**config.mk**
```make
export PLATFORM = sky130hd
export DESIGN_NAME = uart_transceiver
export DESIGN_NICKNAME = d
export VERILOG_FILES = /design/src/rtl/uart_transceiver.sv
export SDC_FILE = /design/constraint.sdc
export NUM_CORES = 1
export LEC_CHECK = 0
export BUFFER_PORTS_ARGS = -buffer_cell sky130_fd_sc_hd__buf_2
export CORE_MARGIN = 5
export CORE_UTILIZATION = 55
export DETAILED_ROUTE_END_ITERATION = 10
export HOLD_SLACK_MARGIN = 0.08
export PLACE_DENSITY_LB_ADDON = 0.3
export SLEW_MARGIN = 30
export SYNTH_ARGS = -nofsm -noshare
export SYNTH_HDL_FRONTEND = slang
export SYNTH_SLANG_ARGS = --single-unit
```
**constraint.sdc**
```tcl
create_clock -name clk -period 6.7 [get_ports clk]
set_clock_uncertainty 0.15 [all_clocks]
set_input_delay 1.675 -clock clk [delete_from_list [all_inputs] [get_ports clk]]
set_output_delay 1.675 -clock clk [all_outputs]
set_load 0.01 [all_outputs]
```
**src/rtl/uart_transceiver.sv**
```systemverilog
// UART transceiver: 2-flop RX synchroniser, FWFT receive FIFO, independent TX.
// Define UART_PARITY_EN to add an even-parity bit in both directions.
module uart_transceiver #(
    parameter int CLKS_PER_BIT  = 260,
    parameter int DATA_BITS     = 8,
    parameter int STOP_BITS     = 1,
    parameter int RX_FIFO_DEPTH = 4
) (
    input  logic                 clk,
    input  logic                 rst,
    input  logic                 rx_in,
    output logic [DATA_BITS-1:0] rx_data,
    output logic                 rx_valid,
    input  logic                 rx_ready,
    output logic                 rx_frame_err,
    output logic                 rx_overrun,
    input  logic [DATA_BITS-1:0] tx_data,
    input  logic                 tx_start,
    output logic                 tx_busy,
    output logic                 tx_done,
    output logic                 tx_out
);
    localparam int AW = (RX_FIFO_DEPTH > 1) ? $clog2(RX_FIFO_DEPTH) : 1;
    localparam int CW = AW + 1;
    localparam logic [CW-1:0] DEPTH     = CW'(RX_FIFO_DEPTH);
    localparam logic [15:0]   BIT_LAST  = 16'(CLKS_PER_BIT - 1);
    localparam logic [15:0]   BIT_HALF  = 16'(CLKS_PER_BIT / 2);
    localparam logic [2:0]    DATA_LAST = 3'(DATA_BITS - 1);
    localparam logic [2:0]    STOP_LAST = 3'(STOP_BITS - 1);

    typedef enum logic [2:0] {
        R_IDLE, R_START, R_DATA,
`ifdef UART_PARITY_EN
        R_PARITY,
`endif
        R_STOP
    } rx_state_t;

    typedef enum logic [2:0] {
        T_IDLE, T_START, T_DATA,
`ifdef UART_PARITY_EN
        T_PARITY,
`endif
        T_STOP
    } tx_state_t;

    // ---------------- receive ----------------
    logic rx_s1, rx_s2, rx_prev;

    always_ff @(posedge clk) begin
        if (rst) begin
            rx_s1   <= 1'b1;
            rx_s2   <= 1'b1;
            rx_prev <= 1'b1;
        end else begin
            rx_s1   <= rx_in;
            rx_s2   <= rx_s1;
            rx_prev <= rx_s2;
        end
    end

    rx_state_t            rx_state, rx_state_n;
    logic [15:0]          rx_cnt, rx_cnt_n;
    logic [2:0]           rx_idx, rx_idx_n;
    logic [DATA_BITS-1:0] rx_shift, rx_shift_n;
    logic                 rx_perr, rx_perr_n;
    logic                 push, ferr;

    always_ff @(posedge clk) begin
        if (rst) begin
            rx_state <= R_IDLE;
            rx_cnt   <= '0;
            rx_idx   <= '0;
            rx_shift <= '0;
            rx_perr  <= 1'b0;
        end else begin
            rx_state <= rx_state_n;
            rx_cnt   <= rx_cnt_n;
            rx_idx   <= rx_idx_n;
            rx_shift <= rx_shift_n;
            rx_perr  <= rx_perr_n;
        end
    end

    always_comb begin
        rx_state_n = rx_state;
        rx_cnt_n   = rx_cnt + 16'd1;
        rx_idx_n   = rx_idx;
        rx_shift_n = rx_shift;
        rx_perr_n  = rx_perr;
        push       = 1'b0;
        ferr       = 1'b0;
        unique case (rx_state)
            R_IDLE: begin
                rx_cnt_n = '0;
                if (rx_prev && !rx_s2) rx_state_n = R_START;
            end
            R_START: begin
                if (rx_cnt == BIT_HALF) begin
                    rx_cnt_n   = '0;
                    rx_idx_n   = '0;
                    rx_perr_n  = 1'b0;
                    rx_state_n = rx_s2 ? R_IDLE : R_DATA;
                end
            end
            R_DATA: begin
                if (rx_cnt == BIT_LAST) begin
                    rx_cnt_n   = '0;
                    rx_idx_n   = rx_idx + 3'd1;
                    rx_shift_n = {rx_s2, rx_shift[DATA_BITS-1:1]};
                    if (rx_idx == DATA_LAST) begin
`ifdef UART_PARITY_EN
                        rx_state_n = R_PARITY;
`else
                        rx_state_n = R_STOP;
`endif
                    end
                end
            end
`ifdef UART_PARITY_EN
            R_PARITY: begin
                if (rx_cnt == BIT_LAST) begin
                    rx_cnt_n   = '0;
                    rx_perr_n  = rx_s2 ^ (^rx_shift);
                    rx_state_n = R_STOP;
                end
            end
`endif
            R_STOP: begin
                if (rx_cnt == BIT_LAST) begin
                    rx_cnt_n   = '0;
                    rx_state_n = R_IDLE;
                    if (rx_s2 && !rx_perr) push = 1'b1;
                    else                   ferr = 1'b1;
                end
            end
            default: rx_state_n = R_IDLE;
        endcase
    end

    // FWFT FIFO; a push into a full FIFO still lands if the head pops this cycle
    logic [DATA_BITS-1:0] mem [RX_FIFO_DEPTH];
    logic [AW-1:0]        wr_ptr, rd_ptr;
    logic [CW-1:0]        count;
    logic                 pop, full, wr;

    assign rx_valid = (count != '0);
    assign rx_data  = mem[rd_ptr];
    assign pop      = rx_valid && rx_ready;
    assign full     = (count == DEPTH);
    assign wr       = push && (!full || pop);

    always_ff @(posedge clk) begin
        if (wr) mem[wr_ptr] <= rx_shift;
    end

    always_ff @(posedge clk) begin
        if (rst) begin
            wr_ptr       <= '0;
            rd_ptr       <= '0;
            count        <= '0;
            rx_frame_err <= 1'b0;
            rx_overrun   <= 1'b0;
        end else begin
            if (wr)  wr_ptr <= wr_ptr + AW'(1);
            if (pop) rd_ptr <= rd_ptr + AW'(1);
            if (wr && !pop)      count <= count + CW'(1);
            else if (!wr && pop) count <= count - CW'(1);
            rx_frame_err <= ferr;
            rx_overrun   <= push && full && !pop;
        end
    end

    // ---------------- transmit ----------------
    tx_state_t            tx_state, tx_state_n;
    logic [15:0]          tx_cnt, tx_cnt_n;
    logic [2:0]           tx_idx, tx_idx_n;
    logic [DATA_BITS-1:0] tx_shift, tx_shift_n;
    logic                 tx_out_n, tx_done_n;
`ifdef UART_PARITY_EN
    logic                 tx_par, tx_par_n;

    always_ff @(posedge clk) begin
        if (rst) tx_par <= 1'b0;
        else     tx_par <= tx_par_n;
    end
`endif

    assign tx_busy = (tx_state != T_IDLE);

    always_ff @(posedge clk) begin
        if (rst) begin
            tx_state <= T_IDLE;
            tx_cnt   <= '0;
            tx_idx   <= '0;
            tx_shift <= '0;
            tx_out   <= 1'b1;
            tx_done  <= 1'b0;
        end else begin
            tx_state <= tx_state_n;
            tx_cnt   <= tx_cnt_n;
            tx_idx   <= tx_idx_n;
            tx_shift <= tx_shift_n;
            tx_out   <= tx_out_n;
            tx_done  <= tx_done_n;
        end
    end

    always_comb begin
        tx_state_n = tx_state;
        tx_cnt_n   = tx_cnt + 16'd1;
        tx_idx_n   = tx_idx;
        tx_shift_n = tx_shift;
        tx_out_n   = tx_out;
        tx_done_n  = 1'b0;
`ifdef UART_PARITY_EN
        tx_par_n   = tx_par;
`endif
        unique case (tx_state)
            T_IDLE: begin
                tx_cnt_n = '0;
                tx_out_n = 1'b1;
                if (tx_start) begin
                    tx_state_n = T_START;
                    tx_shift_n = tx_data;
                    tx_idx_n   = '0;
                    tx_out_n   = 1'b0;
`ifdef UART_PARITY_EN
                    tx_par_n   = ^tx_data;
`endif
                end
            end
            T_START: begin
                if (tx_cnt == BIT_LAST) begin
                    tx_cnt_n   = '0;
                    tx_state_n = T_DATA;
                    tx_out_n   = tx_shift[0];
                end
            end
            T_DATA: begin
                if (tx_cnt == BIT_LAST) begin
                    tx_cnt_n = '0;
                    if (tx_idx == DATA_LAST) begin
                        tx_idx_n   = '0;
`ifdef UART_PARITY_EN
                        tx_state_n = T_PARITY;
                        tx_out_n   = tx_par;
`else
                        tx_state_n = T_STOP;
                        tx_out_n   = 1'b1;
`endif
                    end else begin
                        tx_idx_n   = tx_idx + 3'd1;
                        tx_shift_n = tx_shift >> 1;
                        tx_out_n   = tx_shift[1];
                    end
                end
            end
`ifdef UART_PARITY_EN
            T_PARITY: begin
                if (tx_cnt == BIT_LAST) begin
                    tx_cnt_n   = '0;
                    tx_state_n = T_STOP;
                    tx_out_n   = 1'b1;
                end
            end
`endif
            T_STOP: begin
                if (tx_cnt == BIT_LAST) begin
                    tx_cnt_n = '0;
                    if (tx_idx == STOP_LAST) begin
                        tx_state_n = T_IDLE;
                        tx_done_n  = 1'b1;
                    end else begin
                        tx_idx_n = tx_idx + 3'd1;
                    end
                end
            end
            default: tx_state_n = T_IDLE;
        endcase
    end
endmodule

```
==> metrics.txt, run 1 <==
htree depth=3; global-route wire length before repair=14310 um; status=completed; final setup violating endpoints=0; FF-to-FF setup slack=3.68 ns; NumNets Final=507; Combinational Power Share=16.6%; total vias in the final route=3354; clk sink count=106; Slowest-stage cell, CP=dfxtp_1; dpl ws=2.745 ns; Port Buffers=26; Die Ht=104.4 um; fill cell count=736; initial antenna violation count=0; crit path kind=reg -> out; HP Start=rx_s1; antenna fix cells=0; Flop pwr share=54.0%; die area=0.01089 mm2; die width=104.4 um; worst reg2reg startpoint=rx_cnt[0]; Synth Net Count=496; Reg2Reg Depth=10; FF-to-FF End=count[2]; Post-CTS Resized=0; initial drt markers=159; crit path cell chain=mux4_2 -> buf_2; Max VDD drop=144.4 uV; vias per cell=5.704; I/O Pins=27; Core Region=0.008721 mm2; Post-synth ARST share=0%; CP endpoint kind=primary output; register bit total from synthesis=106; min cycle time layout=3.604 ns; Leak=1.761 nW; # Post-CTS Setup Buffers=0; top cells by area in the synthesized netlist=dfxtp_1, edfxtp_1, ha_1; Post-Route WL=8364 um; antenna-violating nets left=0; Clk network pwr share=29.4%; Slew @ Worst Pin=0.8348 ns; P_sw=396.9 uW; Final period util=53.80%; Hold Buf Count CTS=0; Hold Path Sink=rx_s2; GP Congestion=0.8235; CTS tree=done; Max Cap Viol=0; crit path max fanout=8; switch share=30.09%; Mapped Area=0.004897 mm2; Skew-Pair Late Insertion Delay=0.37 ns; Layout area overhead=6.719%; placed wire-length estimate=5707 um; sequential fraction of the synthesis area=49.87%; WHS=0.2909 ns; clock buffer depth=2; Tot Pwr=1.319 mW; DRC=0; setup_tns=0 ns; ys flop type=dfxtp_1; FP Rows=34; post-synth top area share=30.25%; top-count cell post-synth=dfxtp_1; CP Data Required Time=4.88 ns; max-slew violation count=0; global route overflow=0; min-delay worst type=reg -> reg; final hold viol count=0; PwrDens=252.4 mW/mm2; Util after Layout=59.93%; synth warn=0; vias in the first global route=3195; Worst Setup Slack, final=3.096 ns; Synth Instances=464; Internal=922.3 uW; CP Data Arrival Time=1.78 ns; initial core utilization=56.15%; synth cell count leaders=dfxtp_1, nor2_1, nand3_1, edfxtp_1, a21oi_1; Startpoint Class=flip-flop; slowest stage delay, CP=0.68 ns; clk slew on worst S/H paths=0.11 ns; GR Util All Layers=15.54%; share of cells above drive strength 1=13.75%; hold depth=1; Synth area leader=dfxtp_1; Yosys cell types=47; Mean Syn Cell Area=10.55 um2; f_max=277.4 MHz; pin count of the biggest net entering global routing=50; Max-slew headroom=44.35%; WL per Instance=14.22 um; Clock Tree Root=clkbuf_8; Post-synth EDFFs=32; drt pass-1 iters=4; CTS Buf Count=9; RSZ-0062 raised after global routing=no
==> cells in the final DEF, fill, tap and decap left out, types with 11 or more instances in the layout <==
cell      count
ha_1         18
nand4_1      12
nand2_1      11
o21ai_0      16
xor2_1       15
nor2_1       47
dfxtp_1      74
xnor2_1      15
buf_2        26
nand3_1      35
edfxtp_1     32
a21oi_1      26
inv_1        14
==> metal layers <==
metal | track usage, % | share of wire [%]
met1 | 20.48 | 49
met2 | 25.29 | 47
met3 | 3.662 | 3.0
met4 | 4.903 | 1.3
met5 | 0 | 0
==> stage by stage <==
step	std cells	cell area, um2
final	588	5226
after CTS	588	5226
after global placement	572	5025
after floorplan	464	4897
after global routing	588	5226
after detailed placement	572	5029
==> flip-flops by register name (all words and copies together), names as in the netlist, named ones only <==
| register | cells |
|---|---|
| tx_idx | 3 |
| rx_s2 | 1 |
| rx_shift | 8 |
| tx_shift | 8 |
| mem | 32 |
| rd_ptr | 2 |
| tx_out | 1 |
| count | 3 |
| rx_s1 | 1 |
| tx_cnt | 16 |
| tx_done | 1 |
| rx_frame_err | 1 |
| rx_cnt | 16 |
| tx_state | 2 |
| rx_idx | 3 |
| wr_ptr | 2 |
| rx_prev | 1 |
| rx_state | 2 |
| rx_overrun | 1 |
==> cells by family after synthesis <==
kind of cell | share of synthesized area, %
adders and majority gates | 5.008
DFF | 49.87
xor gates and xnor gates | 5.366
muxes | 5.365
buffers and inverters | 3.883
AOI/OAI and AO/OA | 8.866
and+or+nand+nor | 21.64
==> area by class of cell <==
cell class,count,area [um2],share of cell area (%)
Tap cell,108,135.1,2.586
Clock buffer,9,123.9,2.370
Clock inverter,7,73.82,1.412
Multi-Input combinational cell,318,2268,43.40
Timing Repair Buffer,26,130.1,2.490
Sequential cell,106,2442,46.73
Inverter,14,52.55,1.006
==> worst max-delay path, delay by kind of cell (launching register included) <==
kind                   cells  cell delay (ns)
buffers and inverters      1             0.15
flip-flops                 1             0.68
multiplexers               1             0.57
==> power by group through the flow <==
stage / clock network [mW] / logic [mW] / registers, mW
3_3_place_gp: 0 / 0.211 / 0.725
2_1_floorplan: 0 / 0.179 / 0.720
4_1_cts: 0.401 / 0.218 / 0.712
5_1_grt: 0.425 / 0.240 / 0.716
3_5_place_dp: 0 / 0.218 / 0.726
6_report: 0.388 / 0.219 / 0.712
==> how the worst max path moves through the flow <==
stage	from	end	cells past startpoint
global route	flip-flop	rx_data[3]	2
CTS	flip-flop	rx_data[7]	2
finish	flip-flop	rx_data[7]	2
detailed placement	rx_ready	count[2]	10
floorplan	rx_ready	count[2]	9
global placement	rx_ready	count[2]	10
No activity file was read; power rests on OpenSTA's default activity.
==> inputs of run 2 (changes only) <==
Clock period 6.7 ns to 3 ns, I/O delays scaled along.
==> metrics.txt, run 2 (synthesis gave the netlist of run 1 again) <==
Skew-Pair Late Insertion Delay=0.37 ns (about the same); GR Util All Layers=16.05% (was 15.54%); fin area=0.005260 mm2 (was 0.005226 mm2); WHS=0.2792 ns (was 0.2909 ns); I/O Pins=27 (unchanged); Layout area overhead=7.409% (was 6.719%); most common cell after layout, fill and taps aside=dfxtp_1 (unchanged); Hold Buf Count CTS=0 (unchanged); placed wire-length estimate=6101 um (was 5707 um); vias per cell=5.759 (was 5.704); initial antenna violation count=0 (unchanged); die width=104.4 um (unchanged); Biggest register=mem (unchanged); NumNets Final=512 (was 507); Clock Tree Root=clkbuf_8 (unchanged); vias in the first global route=3284 (was 3195); Worst Setup SP=rx_state[0]; global route overflow=0 (unchanged); Max VDD drop=307.3 uV (was 144.4 uV); die area=0.01089 mm2 (unchanged); clk slew on worst S/H paths=0.10 ns (was 0.11 ns); CTS Buf Count=9 (unchanged); status=completed (unchanged); final setup violating endpoints=0 (unchanged); global-route wire length before repair=14850 um (was 14310 um); total vias in the final route=3415 (was 3354); # Post-CTS Setup Buffers=0 (unchanged); Startpoint Class=flip-flop (unchanged); Post-Route WL=8620 um (was 8364 um); CP Data Required Time=3.16 ns (was 4.88 ns); CP Data Arrival Time=2.90 ns (was 1.78 ns); min-delay worst type=reg -> reg (unchanged); GP Congestion=0.8190 (was 0.8235); drt pass-1 iters=4 (unchanged); dpl cells=577 (was 572); Leak=1.780 nW (was 1.761 nW); share of cells above drive strength 1=14.64% (was 13.75%); antenna fix cells=0 (unchanged); HP Start=rx_s1 (unchanged); Max-slew headroom=51.90% (was 44.35%); fill cell count=718 (was 736); crit path max fanout=9 (was 8); DRC=0 (unchanged); Die Ht=104.4 um (unchanged); final hold viol count=0 (unchanged); antenna-violating nets left=0 (unchanged); highest-count cells in the layout ignoring fill and taps=dfxtp_1, nor2_1, nand3_1, edfxtp_1 (unchanged); min cycle time layout=2.740 ns; clk sink count=106 (unchanged); clock buffer depth=2 (unchanged); crit path kind=reg -> reg (was reg -> out); worst reg2reg startpoint=rx_state[0] (was rx_cnt[0]); pin count of the biggest net entering global routing=28 (was 50); htree depth=3 (unchanged); largest registers=mem x32, rx_cnt x16, tx_cnt x16 (unchanged); Slew @ Worst Pin=0.7074 ns (was 0.8348 ns); initial core utilization=56.15% (unchanged); FF-to-FF setup slack=0.26 ns (was 3.68 ns); Post-CTS Resized=0 (unchanged); max-slew violation count=0 (unchanged); CP endpoint kind=flip-flop (was primary output); WL per Instance=14.54 um (was 14.22 um); Placed Instance Area=0.005066 mm2 (was 0.005029 mm2); f_max=364.9 MHz; Max Cap Viol=0 (unchanged); post-route insts no fill=593 (was 588); max FFs per register=32 (unchanged); RSZ-0062 raised after global routing=no (unchanged); Core Region=0.008721 mm2 (unchanged); CTS tree=done (unchanged); PwrDens=554.4 mW/mm2 (was 252.4 mW/mm2); initial drt markers=115 (was 159); Final period util=91.35%; Port Buffers=26 (unchanged); FP Rows=34 (unchanged)
## run 2: cell count changes in the layout (fill, tap and decap cells not counted), sizes merged
cell and delta:
inv -2, clkinvlp +1, buf +5, clkinv +1
## run 2: area by class of cell
type,count,area [um2],share of cell area [%]
clock buffers,9,123.9,2.355
flip-flops and latches,106,2442,46.43
inverters,14,52.55,0.9990
repair buffers,31,167.7,3.187
clock inverters,7,70.07,1.332
multi-input cells,318,2268,43.13
well taps,108,135.1,2.569
## run 2: worst max-delay path: stages (launching register included)
cell	delay (ns)
dfxtp_1	0.48
nand2_1	0.17
or3b_2	0.49
nor2_1	0.14
ha_1	0.21
inv_1	0.06
fa_1	0.38
xor2_1	0.16
or3_1	0.30
a21oi_1	0.13
## run 2: power by group
part           switching, mW  internal, mW
Clock                  0.515         0.323
Sequential            0.0597          1.53
Combinational          0.289         0.198
Total                  0.864          2.05
## run 2: stage by stage
step	setup TNS [ns]	utilization, %	total power, mW	setup WS [ns]
floorplan	0	-	2.008	0.1588
global placement	0	58.05	2.090	0.09525
detailed placement	-0.006344	58.09	2.111	-0.006344
CTS	0	60.32	2.943	0.2756
global route	0	60.32	3.067	0.08862
finish	0	60.32	2.916	0.2596
## run 2: layer usage
metal  wire length [um]  global-route usage, %
met5                  0                      0
met4                117                  5.180
met3                220                  3.228
met2               4204                  26.11
met1               4077                  21.45
## run 2: worst paths after layout
| kind | endpoint | cells past startpoint |
|---|---|---|
| setup / recovery | count[2] | 9 |
| hold reg to reg | rx_s2 | 1 |
| hold / removal | rx_s2 | 1 |
| setup reg to reg | count[2] | 9 |
==> inputs of run 3 (changes only) <==
Settings changed: PLACE_DENSITY_LB_ADDON 0.3 to 0.05.
==> metrics.txt, run 3 (synthesis gave the netlist of run 1 again) <==
clock buffer depth=2 (unchanged); WHS=0.2711 ns (was 0.2792 ns); WL per Instance=14.25 um (was 14.54 um); dpl ws=0.04465 ns (was -0.006344 ns); max-slew violation count=0 (unchanged); Clock Tree Root=clkbuf_8 (unchanged); CP Data Required Time=2.10 ns (was 3.16 ns); most common cell after layout, fill and taps aside=dfxtp_1 (unchanged); FP Rows=34 (unchanged); f_max=375.4 MHz (was 364.9 MHz); clk sink count=106 (unchanged); Max VDD drop=336.0 uV (was 307.3 uV); crit path max fanout=8 (was 9); FF-to-FF End=count[2] (unchanged); Worst Setup Slack, final=0.3362 ns (was 0.2596 ns); slowest stage delay, CP=0.67 ns (was 0.49 ns); Biggest register=mem (unchanged); Hold Path Sink=rx_s2 (unchanged); CP endpoint kind=primary output (was flip-flop); GR Util All Layers=16.57% (was 16.05%); RSZ-0062 raised after global routing=no (unchanged); Die Ht=104.4 um (unchanged); Startpoint Class=flip-flop (unchanged); Max-slew headroom=50.27% (was 51.90%); worst reg2reg startpoint=rx_state[0] (unchanged); CTS Buf Count=9 (unchanged); Post-CTS Resized=0 (unchanged); max FFs per register=32 (unchanged); FF-to-FF setup slack=0.35 ns (was 0.26 ns); final setup violating endpoints=0 (unchanged); htree depth=3 (unchanged); setup_tns=0 ns (unchanged); highest-count cells in the layout ignoring fill and taps=dfxtp_1, nor2_1, nand3_1, edfxtp_1 (unchanged); vias in the first global route=3262 (was 3284); GP Congestion=0.7863 (was 0.8190); Skew-Pair Late Insertion Delay=0.37 ns (about the same); largest registers=mem x32, rx_cnt x16, tx_cnt x16 (unchanged); Hold Buf Count CTS=0 (unchanged); initial core utilization=56.15% (unchanged); CP delay by family, top=flip-flops (was simple AND/OR/NAND/NOR gates); global route overflow=0 (unchanged); placed wire-length estimate=5899 um (was 6101 um); Final period util=88.79% (was 91.35%); pin count of the biggest net entering global routing=27 (was 28); crit path cell chain=mux4_2 -> buf_2 (was nand2_1 -> or3b_2 -> nor2_1 -> ha_1 -> inv_1 -> fa_1 -> xor2_1 -> or3_1 -> a21oi_1); hold depth=1 (unchanged); Port Buffers=26 (unchanged); CTS tree=done (unchanged); Tot Pwr=2.991 mW (was 2.916 mW); DRC=0 (unchanged); crit path kind=reg -> out (was reg -> reg); total vias in the final route=3355 (was 3415); clk slew on worst S/H paths=0.11 ns (was 0.10 ns); count of buffer and inverter cells on the critical path=1 (unchanged); # Post-CTS Setup Buffers=0 (unchanged); final hold viol count=0 (unchanged); PwrDens=566.6 mW/mm2 (was 554.4 mW/mm2); Max Cap Viol=0 (unchanged); status=completed (unchanged); antenna fix cells=0 (unchanged); CP Data Arrival Time=1.76 ns (was 2.90 ns); initial drt markers=95 (was 115); global-route wire length before repair=15240 um (was 14850 um); Slowest-stage cell, CP=dfxtp_1 (was or3b_2); Slew @ Worst Pin=0.7315 ns (was 0.7074 ns); antenna-violating nets left=0 (unchanged); drt pass-1 iters=4 (unchanged); Layout area overhead=7.792% (was 7.409%); HP Start=rx_s1 (unchanged); NumNets Final=513 (was 512); die width=104.4 um (unchanged); Post-Route WL=8463 um (was 8620 um); Leak=1.791 nW (was 1.780 nW); I/O Pins=27 (unchanged); min-delay worst type=reg -> reg (unchanged); Reg2Reg Depth=9 (unchanged); die area=0.01089 mm2 (unchanged); Core Region=0.008721 mm2 (unchanged); share of cells above drive strength 1=14.61% (was 14.64%); fill cell count=734 (was 718); initial antenna violation count=0 (unchanged); vias per cell=5.648 (was 5.759); min cycle time layout=2.664 ns (was 2.740 ns)
-- run 3: cell types whose count changed in the layout (fill, tap and decap cells not counted) --
cell       delta
clkinv_1      +1
inv_8         +1
buf_4         +1
bufinv_16     +1
clkinv_8      -1
clkinv_4      -2
-- run 3: per-layer routing --
metal	part of all wire, %	up-vias	global-route usage, %
met5	0	-	0
met4	1.3	0	5.088
met3	3.1	11	3.538
met2	47	43	26.24
met1	48	1572	22.71
li1	-	1729	-
-- run 3: worst max-delay path by stage --
| stage | endpoint | slack [ns] | cells after the start |
|---|---|---|---|
| after floorplan | count[2] | 0.16 | 12 |
| final | rx_data[4] | 0.34 | 2 |
| after CTS | rx_data[4] | 0.27 | 2 |
| after detailed placement | count[2] | 0.04 | 10 |
| after global routing | rx_data[1] | 0.17 | 2 |
| after global placement | count[2] | 0.09 | 10 |
-- run 3: power breakdown --
part	internal, mW	switching, mW	leakage (nW)
sequential	1.53	0.0575	0.895
combinational	0.200	0.295	0.794
clock	0.401	0.507	0.102
-- run 3: cell type report --
class                      instances  area (um2)  area share, %
multi-input combinational        318        2268          42.97
clock inverter                     7       81.33          1.541
inverter                          14       52.55         0.9955
clock buffer                       9       123.9          2.347
timing repair buffer              32       175.2          3.318
sequential                       106        2442          46.27
tap                              108       135.1          2.560
-- run 3: stage by stage --
step / util, % / instance area (um2) / instances
4_1_cts: 60.53 / 5279 / 594
6_report: 60.53 / 5279 / 594
2_1_floorplan: - / 4897 / 464
5_1_grt: 60.53 / 5279 / 594
3_3_place_gp: 58.13 / 5070 / 578
3_5_place_dp: 58.18 / 5074 / 578
